### src/rtl/midi_uart_tx_pkg.sv
`timescale 1ns/1ps
// Shared types and MIDI byte-class constants for the MIDI serial transmitter.
package midi_pkg;

  typedef enum logic [1:0] {
    IDLE  = 2'd0,
    START = 2'd1,
    DATA  = 2'd2,
    STOP  = 2'd3
  } tx_state_e;

  localparam logic [7:0] STATUS_MIN = 8'h80;
  localparam logic [7:0] CHAN_MAX   = 8'hEF;
  localparam logic [7:0] SYSCOM_MIN = 8'hF0;
  localparam logic [7:0] RT_MIN     = 8'hF8;

  // Start bit + 8 data bits + stop bit.
  localparam int FRAME_BITS = 10;

  function automatic logic is_chan_status(input logic [7:0] b);
    return (b >= STATUS_MIN) && (b <= CHAN_MAX);
  endfunction

  function automatic logic is_syscom(input logic [7:0] b);
    return (b >= SYSCOM_MIN) && (b < RT_MIN);
  endfunction

endpackage

### src/rtl/midi_uart_tx_fifo.sv
`timescale 1ns/1ps
// Synchronous byte FIFO with occupancy count, full/empty flags and a
// same-cycle overflow pulse for writes that arrive while full.
module midi_tx_fifo #(
  parameter  int DEPTH = 16,
  localparam int AW    = $clog2(DEPTH),
  localparam int CW    = AW + 1
) (
  input  logic          clk_i,
  input  logic          rst_i,
  input  logic          wr_i,
  input  logic [7:0]    wr_data_i,
  input  logic          rd_i,
  output logic [7:0]    rd_data_o,
  output logic [CW-1:0] level_o,
  output logic          full_o,
  output logic          empty_o,
  output logic          ovf_o
);

  localparam logic [CW-1:0] FULL_CNT = CW'(DEPTH);

  logic [7:0]    mem_q [DEPTH];
  logic [AW-1:0] wptr_q;
  logic [AW-1:0] rptr_q;
  logic [CW-1:0] count_q;
  logic [CW-1:0] count_d;
  logic          wr_ok;
  logic          rd_ok;

  assign full_o  = (count_q == FULL_CNT);
  assign empty_o = (count_q == '0);
  // A write while full is dropped even if a read frees a slot in the same cycle.
  assign wr_ok   = wr_i & ~full_o;
  assign rd_ok   = rd_i & ~empty_o;
  assign ovf_o   = wr_i & full_o;

  always_comb begin
    count_d = count_q;
    case ({wr_ok, rd_ok})
      2'b10:   count_d = count_q + CW'(1);
      2'b01:   count_d = count_q - CW'(1);
      default: count_d = count_q;
    endcase
  end

  always_ff @(posedge clk_i) begin
    if (rst_i) begin
      wptr_q  <= '0;
      rptr_q  <= '0;
      count_q <= '0;
    end else begin
      if (wr_ok) wptr_q <= wptr_q + AW'(1);
      if (rd_ok) rptr_q <= rptr_q + AW'(1);
      count_q <= count_d;
    end
  end

  always_ff @(posedge clk_i) begin
    if (wr_ok) mem_q[wptr_q] <= wr_data_i;
  end

  assign rd_data_o = mem_q[rptr_q];
  assign level_o   = count_q;

endmodule

### src/rtl/midi_uart_tx.sv
`timescale 1ns/1ps
// MIDI 8N1 serial transmitter: byte FIFO, baud counter and frame FSM.
// Optional running-status suppression is built when MIDI_RUNNING_STATUS_EN is defined.
module midi_uart_tx
  import midi_pkg::*;
#(
  parameter  int CLK_FREQ   = 50000000,
  parameter  int BAUD       = 31250,
  parameter  int FIFO_DEPTH = 16,
  localparam int LW         = $clog2(FIFO_DEPTH) + 1
) (
  input  logic          data_clk,
  input  logic          reset,
  input  logic          tx_wr,
  input  logic [7:0]    tx_data,
  output logic          tx_full,
  output logic          tx_empty,
  output logic [LW-1:0] tx_level,
  output logic          tx_busy,
  output logic          tx_ovf,
  input  logic          ovf_clr,
  output logic          midi_txd,
  output tx_state_e     dbg_state
);

  localparam int            DIV        = CLK_FREQ / BAUD;
  localparam int            CW         = (DIV > 1) ? $clog2(DIV) : 1;
  localparam logic [CW-1:0] CNT_RELOAD = CW'(DIV - 1);
  localparam logic [2:0]    LAST_BIT   = 3'(FRAME_BITS - 3);

  tx_state_e     state_q, state_d;
  logic [CW-1:0] cnt_q, cnt_d;
  logic [2:0]    bit_q, bit_d;
  logic [7:0]    shift_q, shift_d;
  logic          txd_q, txd_d;
  logic          ovf_q;
  logic          avail_q;

  logic          pop;
  logic          try_pop;
  logic          can_pop;
  logic          cnt_zero;
  logic          drop;
  logic [7:0]    head;
  logic          fifo_full;
  logic          fifo_empty;
  logic          fifo_ovf;

  // Push side: tx_wr is a one-cycle strobe with no ready; the producer watches
  // tx_full, and a strobe while full is discarded and flagged in tx_ovf.
  midi_tx_fifo #(
    .DEPTH (FIFO_DEPTH)
  ) u_fifo (
    .clk_i     (data_clk),
    .rst_i     (reset),
    .wr_i      (tx_wr),
    .wr_data_i (tx_data),
    .rd_i      (pop),
    .rd_data_o (head),
    .level_o   (tx_level),
    .full_o    (fifo_full),
    .empty_o   (fifo_empty),
    .ovf_o     (fifo_ovf)
  );

`ifdef MIDI_RUNNING_STATUS_EN
  logic [7:0] rs_q;
  logic [7:0] rs_after;

  always_comb begin
    rs_after = rs_q;
    if (is_chan_status(head))  rs_after = head;
    else if (is_syscom(head))  rs_after = '0;
  end

  assign drop = is_chan_status(head) && (head == rs_q);

  always_ff @(posedge data_clk) begin
    if (reset)    rs_q <= '0;
    else if (pop) rs_q <= rs_after;
  end
`else
  assign drop = 1'b0;
`endif

  // The FSM acts on a one-cycle-old view of the FIFO, so a fresh byte is
  // popped two edges after its write; the live flag guards against a stale view.
  assign can_pop  = avail_q & ~fifo_empty;
  assign cnt_zero = (cnt_q == '0);

  always_comb begin
    state_d = state_q;
    cnt_d   = cnt_q;
    bit_d   = bit_q;
    shift_d = shift_q;
    txd_d   = txd_q;
    try_pop = 1'b0;
    pop     = 1'b0;

    case (state_q)
      IDLE: try_pop = 1'b1;
      START: begin
        if (cnt_zero) begin
          cnt_d   = CNT_RELOAD;
          txd_d   = shift_q[0];
          shift_d = {1'b0, shift_q[7:1]};
          bit_d   = 3'd0;
          state_d = DATA;
        end else begin
          cnt_d = cnt_q - CW'(1);
        end
      end
      DATA: begin
        if (cnt_zero) begin
          cnt_d = CNT_RELOAD;
          if (bit_q == LAST_BIT) begin
            txd_d   = 1'b1;
            state_d = STOP;
          end else begin
            txd_d   = shift_q[0];
            shift_d = {1'b0, shift_q[7:1]};
            bit_d   = bit_q + 3'd1;
          end
        end else begin
          cnt_d = cnt_q - CW'(1);
        end
      end
      STOP: begin
        if (cnt_zero) try_pop = 1'b1;
        else          cnt_d   = cnt_q - CW'(1);
      end
      default: state_d = IDLE;
    endcase

    // Shared launch path for IDLE and the end of a stop bit.
    if (try_pop) begin
      state_d = IDLE;
      if (can_pop) begin
        pop = 1'b1;
        if (!drop) begin
          shift_d = head;
          cnt_d   = CNT_RELOAD;
          txd_d   = 1'b0;
          state_d = START;
        end
      end
    end
  end

  always_ff @(posedge data_clk) begin
    if (reset) begin
      state_q <= IDLE;
      cnt_q   <= '0;
      bit_q   <= '0;
      shift_q <= '0;
      txd_q   <= 1'b1;
      avail_q <= 1'b0;
    end else begin
      state_q <= state_d;
      cnt_q   <= cnt_d;
      bit_q   <= bit_d;
      shift_q <= shift_d;
      txd_q   <= txd_d;
      avail_q <= ~fifo_empty;
    end
  end

  always_ff @(posedge data_clk) begin
    if (reset)         ovf_q <= 1'b0;
    else if (fifo_ovf) ovf_q <= 1'b1;
    else if (ovf_clr)  ovf_q <= 1'b0;
  end

  assign tx_full   = fifo_full;
  assign tx_empty  = fifo_empty;
  assign tx_busy   = (state_q != IDLE) | ~fifo_empty;
  assign tx_ovf    = ovf_q;
  assign midi_txd  = txd_q;
  assign dbg_state = state_q;

endmodule

### config.mk
export PLATFORM = sky130hd
export DESIGN_NAME = midi_uart_tx
export DESIGN_NICKNAME = d
export VERILOG_FILES = /design/src/rtl/midi_uart_tx_pkg.sv /design/src/rtl/midi_uart_tx_fifo.sv /design/src/rtl/midi_uart_tx.sv
export SDC_FILE = /design/constraint.sdc
export NUM_CORES = 1
export LEC_CHECK = 0
export BUFFER_PORTS_ARGS = -buffer_cell sky130_fd_sc_hd__buf_2
export CAP_MARGIN = 30
export CORE_ASPECT_RATIO = 0.75
export CORE_MARGIN = 1.5
export CORE_UTILIZATION = 25
export CTS_CLUSTER_DIAMETER = 60
export DETAILED_ROUTE_END_ITERATION = 7
export PLACE_DENSITY_LB_ADDON = 0.2
export SYNTH_ARGS = -nofsm -noshare
export SYNTH_HDL_FRONTEND = slang
export SYNTH_SLANG_ARGS = --single-unit
### constraint.sdc
create_clock -name data_clk -period 3.5 [get_ports data_clk]
set_input_delay 0 -clock data_clk [delete_from_list [all_inputs] [get_ports data_clk]]
set_output_delay 0 -clock data_clk [all_outputs]
set_load 0.005 [all_outputs]
# Word-level counts from Yosys, hierarchy flattened

Memories as Yosys holds them, arrays and structs flattened. A register that Yosys moved wholly into a read port is not among the register bits.
Cells that the tools add are included.
Widths: inputs -> output; s select.

Add/sub/neg operators: 6
Equality and inequality tests: 13
Muxes and demuxes: 38
Bitwise logic cells: 7
Reductions and logical operators: 11

Operators by type and width:

| kind                  | count |
|---|---|
| $mux 11               | 4 |
| $mux 8                | 5 |
| $pmux 11 s2           | 1 |
| $pmux 8 s2            | 1 |
| $mux 1                | 13 |
| $logic_not 11->1      | 1 |
| $sub 11x1->11 const B | 1 |
| $pmux 5 s2            | 1 |
| $mux 3                | 3 |
| $ne 3x3->1 const B    | 3 |
| $add 4x1->4 const B   | 2 |
| $mux 2                | 4 |
| $mux 4                | 2 |
| $reduce_and 4->1      | 2 |
| $reduce_bool 2->1     | 4 |
| $eq 2x2->1 const B    | 3 |
| $ne 2x2->1 const B    | 3 |
| $pmux 3 s2            | 1 |
| $add 5x1->5 const B   | 1 |
| $eq 5x5->1 const B    | 1 |
| $logic_not 5->1       | 1 |
| $sub 5x1->5 const B   | 1 |
| $and 1x1->1           | 4 |
| $eq 2x1->1 const B    | 2 |
| other kinds (9)       | 11 |

Flip-flop bits (word level): 40
Bits in writable memories: 128
Input port bits: 12
Output and inout port bits: 12
Word-level logic and storage cells: 86
Memories: 1

Memories:

| name         | depth | width | rd ports | clocked after Yosys merged registers in | wr ports | RTL line                | text |
|---|---|---|---|---|---|---|---|
| u_fifo.mem_q | 16    | 8     | 1        | 1                                       | 1        | midi_uart_tx_fifo.sv:23 | `logic [7:0] mem_q [DEPTH];` |

# Logic depth before layout (Yosys ltp)

Depth in word-level cells: 8
Gate-level depth with buffers: 16
Gate-level depth less buffers: 14

# By module

Synthesis repeated with hierarchy kept, for this count alone.

Cell total of the unflattened synthesis: 511
Area, all modules: 7485.9 sq um

By module, submodules not included:

| module       | instances | cells each | area each (sq um) | sequential area each (sq um) |
|---|---|---|---|---|
| midi_tx_fifo | 1         | 300        | 5753.0            | 4184.0 |
| midi_uart_tx | 1         | 211        | 1732.9            | 540.5 |

# Worst setup path before layout

Ideal clock, no wire load.

Path type: register -> register
Start: register cnt_q[0]
End: register u_fifo.count_q[4] (netlist: u_fifo.level_o[4])
Setup time: 0.132 ns
Arrival time: 3.190 ns
Data required time: 3.368 ns
Path slack: 0.178 ns
Stages on the path, launching flop included: 17
Path buffers: 2
Period minus slack after synthesis: 3.322 ns
Cell sequence: dfxtp_1 inv_1 ha_1 nor4b_4 a41oi_2 or3_1 clkbuf_2 inv_1 buf_6 ha_1 xor2_1 ha_1 a21oi_1 o22ai_1 a222oi_1 or3_1 a21oi_1

Cells in the longest elaborated chain, start to end: 7
Elaborated cells between the ends (all ways): 9
Classes of those cells: 2 x eq/ne; 4 x mux; 1 x bitwise; 2 x reduce/logical

RTL lines:

| item                                            | RTL line                | text |
|---|---|---|
| start: declaration                              | midi_uart_tx.sv:32      | `logic [CW-1:0] cnt_q, cnt_d;` |
| start signal: assignment                        | midi_uart_tx.sv:160     | `cnt_q <= cnt_d;` |
| $logic_not 11->1 *                              | midi_uart_tx.sv:89      | `assign cnt_zero = (cnt_q == '0);` |
| $mux 1 *                                        | midi_uart_tx.sv:129     | `if (cnt_zero) try_pop = 1'b1;` |
| $pmux 1 s2 *                                    | midi_uart_tx.sv:100     | `case (state_q)` |
| $mux 1 *                                        | midi_uart_tx.sv:136     | `if (try_pop) begin` |
| $and 1x1->1 *                                   | midi_uart_tx_fifo.sv:35 | `assign rd_ok = rd_i & ~empty_o;` |
| $eq 2x1->1 or $eq 2x2->1 (tied branches)        | midi_uart_tx_fifo.sv:40 | `case ({wr_ok, rd_ok})` |
| $pmux 5 s2 or $reduce_bool 2->1 (tied branches) | n/a                     |  |
| end signal: assignment                          | midi_uart_tx_fifo.sv:55 | `count_q <= count_d;` |
| end: declaration                                | midi_uart_tx_fifo.sv:26 | `logic [CW-1:0] count_q;` |

Mark *: on every way between the ends. The rest lies on a longest branch, timed or not.
A chain may end at the register's enable or synchronous reset.

# Final worst setup path

Ends and elaborated chain as after synthesis.

==> impl_metrics.ini <==
[sta]
fin_setup_tns_ps = 0
maxSlewViolCount = 0
tightest_slew_ps = 794
slew_headroom_pct = 46.8
max_freq_ghz = 0.307
finalHoldViolCount = 0
layout_min_cycle_time_ps = 3260
fin_hold_ws_ps = 120
finalSetupViolCount = 0
finClkSkew_ps = 13.8
fin_crit_sh_pct = 93.2
rsz0062_at_grt = no

[cts]
cts.path.max_buffers = 2
htree_levels = 4
root_buffer = clkbuf_16
clock_latency_ps = 430
path_clk_slew_ps = 80
cts_buffers = 17
clock_sinks = 172
cts_tree = built

[synth]
ys_types = 52
synth_compound_area_share_pct = 9.49
async_reset_ff_share_pct = 0
avgSynthCellArea_um2 = 14.7
synth.area.top_cells = edfxtp_1 53%, dfxtp_1 12%, mux4_2 10%, ha_1 3.0%, a21oi_1 2.6%
ys_warn_count = 0
yosysTopAreaCellShare_pct = 53.4
netlist_area_um2 = 7200
synth_xor_area_share_pct = 1.10
yosys_register_bits = 172
synth_top_family_by_area = multiplexers
synth_fa_ha_area_share_pct = 2.96
yosysSeqAreaShare_pct = 65.7
synthCells = 488
synth_edf_count = 128
yosysTopAreaCell = edfxtp_1
synth_fp_nets = 517
yosys.area_share.simple_pct = 8.09
synthFlopType = edfxtp_1
synthMuxAreaShare_pct = 10.6

[critical_path]
cp.required_ps = 3780
crit_end = u_fifo.level_o[4]
reg2reg_slack_ps = 240
criticalPathCategory = flip-flop to flip-flop
cp.arrival_ps = 3550
reg2reg_depth = 14
timing.rr.end = u_fifo.level_o[4]
cp-end-kind = flip-flop
path_max_fanout = 6
r2r_start = cnt_q[0]
crit_path_start_kind = flip-flop
crit_start = cnt_q[0]

[die]
die_height_um = 150
core_um2 = 28200
rows = 53
die_area_um2 = 29800
die_x_um = 199
start_util_pct = 25.5
io_pins = 24

[global_route]
grt_max_degree = 37
grt_pass1_wl_mm = 25.6
grt_pass1_vias = 4400
antenna_found_initial = 0
track_usage_pct = 11.7
grt_overflow = 0

[pwr]
ir_drop_v = 0.000311
cellPowerDensity_nw_per_um2 = 680
leakage_nw = 2.84
total_power_mw = 5.85

[final_layout]
nFillCells = 2787
drive_above_1_share_pct = 22.3
fin_area_um2 = 8600
antenna_cells = 0
final_nets = 577
syn_to_final_growth_pct = 19.5

[worst_hold_path]
hold_path_class = input port to flip-flop

[drt]
drt_wl_total_mm = 16.3
route.detailed.drc = 0
detail_route.wl_per_cell_um = 17.3
dr.first_iter.drc_count = 239
via_per_inst = 4.64
route.vias.total = 4385
drtPass1Iterations = 4
ant_nets = 0

[flow_run]
maxCapViolCount = 0

[outcome]
status = finished, final reports clean

[placement]
portBuffers = 23
place_hpwl_mm = 11.0
placed_area_um2 = 7920
place_congestion = 0.812
## metal layers
| layer | global-route usage [%] | up-vias | part of all wire [%] |
|---|---|---|---|
| li1 | - | 2038 | - |
| met4 | 3.56 | 0 | 0.93 |
| met2 | 17.5 | 76 | 45 |
| met5 | 0 | - | 0 |
| met3 | 2.86 | 14 | 3.3 |
| met1 | 16.6 | 2257 | 51 |
## layout make-up
cell class,count,area [µm²],area share [%]
Inverter,15,56.3,0.655
Clock buffer,17,425,4.95
Sequential cell,172,4730,55.0
Multi-Input combinational cell,280,2320,27.0
Timing Repair Buffer,62,445,5.18
Clock inverter,15,143,1.66
Tap cell,385,482,5.60
## flip-flops by register name (all words and copies together), names as in the netlist, named ones only
register        count
midi_txd            1
u_fifo.mem_q      128
shift_q             8
avail_q             1
u_fifo.rptr_q       4
tx_ovf              1
dbg_state           2
cnt_q              11
bit_q               3
u_fifo.level_o      5
u_fifo.wptr_q       4
## stage by stage
| step | cells | setup slack, ps | util (%) |
|---|---|---|---|
| after global placement | 903 | 217 | 28.1 |
| after global routing | 946 | 29.4 | 30.5 |
| after detailed placement | 903 | 143 | 28.1 |
| after floorplan | 488 | 178 | - |
| final | 946 | 239 | 30.5 |
| after CTS | 945 | 105 | 30.5 |
## worst max-delay path: stages, from the launching register on
cell	delay, ps
dfxtp_1	360
inv_1	90
ha_1	160
nor4b_4	300
a41oi_2	210
or3_1	410
inv_1	90
ha_2	240
xor2_1	90
ha_1	190
a21oi_1	240
o22ai_1	130
a222oi_1	390
or3_1	160
a21oi_1	60
## placed cells by master (no fill, tap or decap), types with 7 or more instances in the layout
cell           synthesis  routed
nand2_1               24      24
nor3_1                11      11
ha_1                  17      16
buf_2                  4      23
a21oi_1               37      37
o22a_1                 7       7
inv_6                  0       9
nand2b_1               9       9
dfxtp_1               44      43
edfxtp_1             128     128
inv_1                 14      14
buf_4                  1      28
o21ai_0               16      16
clkbuf_16              0      17
dlygate4sd3_1          0      10
mux4_2                32      32
nor2_1                37      37
o22ai_1                9       9
o221ai_1               7       7
a221oi_1               7       7
## worst min path at each step
| stage | startpoint | end | slack, ps | depth (start not counted) |
|---|---|---|---|---|
| global route | reset | u_fifo.wptr_q[2] | 130 | 2 |
| floorplan | tx_data[0] | u_fifo.mem_q[0][0] | 100 | 0 |
| CTS | reset | u_fifo.wptr_q[2] | 100 | 2 |
| detailed placement | tx_wr | tx_ovf | 270 | 3 |
| finish | reset | u_fifo.level_o[0] | 120 | 2 |
| global placement | tx_wr | tx_ovf | 250 | 3 |
## cells by family after synthesis
| kind of cell | after synthesis |
|---|---|
| AO/OA/AOI/OAI | 103 |
| XOR/XNOR | 9 |
| adder cells (fa/ha/maj) | 17 |
| buffers and inverters | 36 |
| flip-flops | 172 |
| multiplexers | 36 |
| AND/OR/NAND/NOR | 115 |
## synth_stat cells (all sizes together) (6+ instances only)
| master | n |
|---|---|
| ha | 17 |
| o22a | 7 |
| dfxtp | 44 |
| a21oi | 37 |
| nor3 | 11 |
| clkbuf | 11 |
| or3 | 6 |
| inv | 14 |
| o221ai | 7 |
| o22ai | 9 |
| buf | 10 |
| edfxtp | 128 |
| nand2 | 24 |
| nor2 | 37 |
| a221oi | 7 |
| o21ai | 16 |
| mux4 | 32 |
| nand2b | 9 |
## timing repair
item | 4_1_cts | 5_1_grt
buffers inserted | 0 | 1
hold endpoints to repair | 129 | 0
hold buffers | 10 | 0
resized for setup | 0 | 1
endpoints found under the setup margin | 0 | 1
## power by group
group / switching [mW] / internal (mW) / total, mW
logic: 0.834 / 0.674 / 1.51
clock network: 0.886 / 0.947 / 1.83
registers: 0.176 / 2.33 / 2.51
total: 1.90 / 3.95 / 5.85
(Power assumes the default switching activity.)
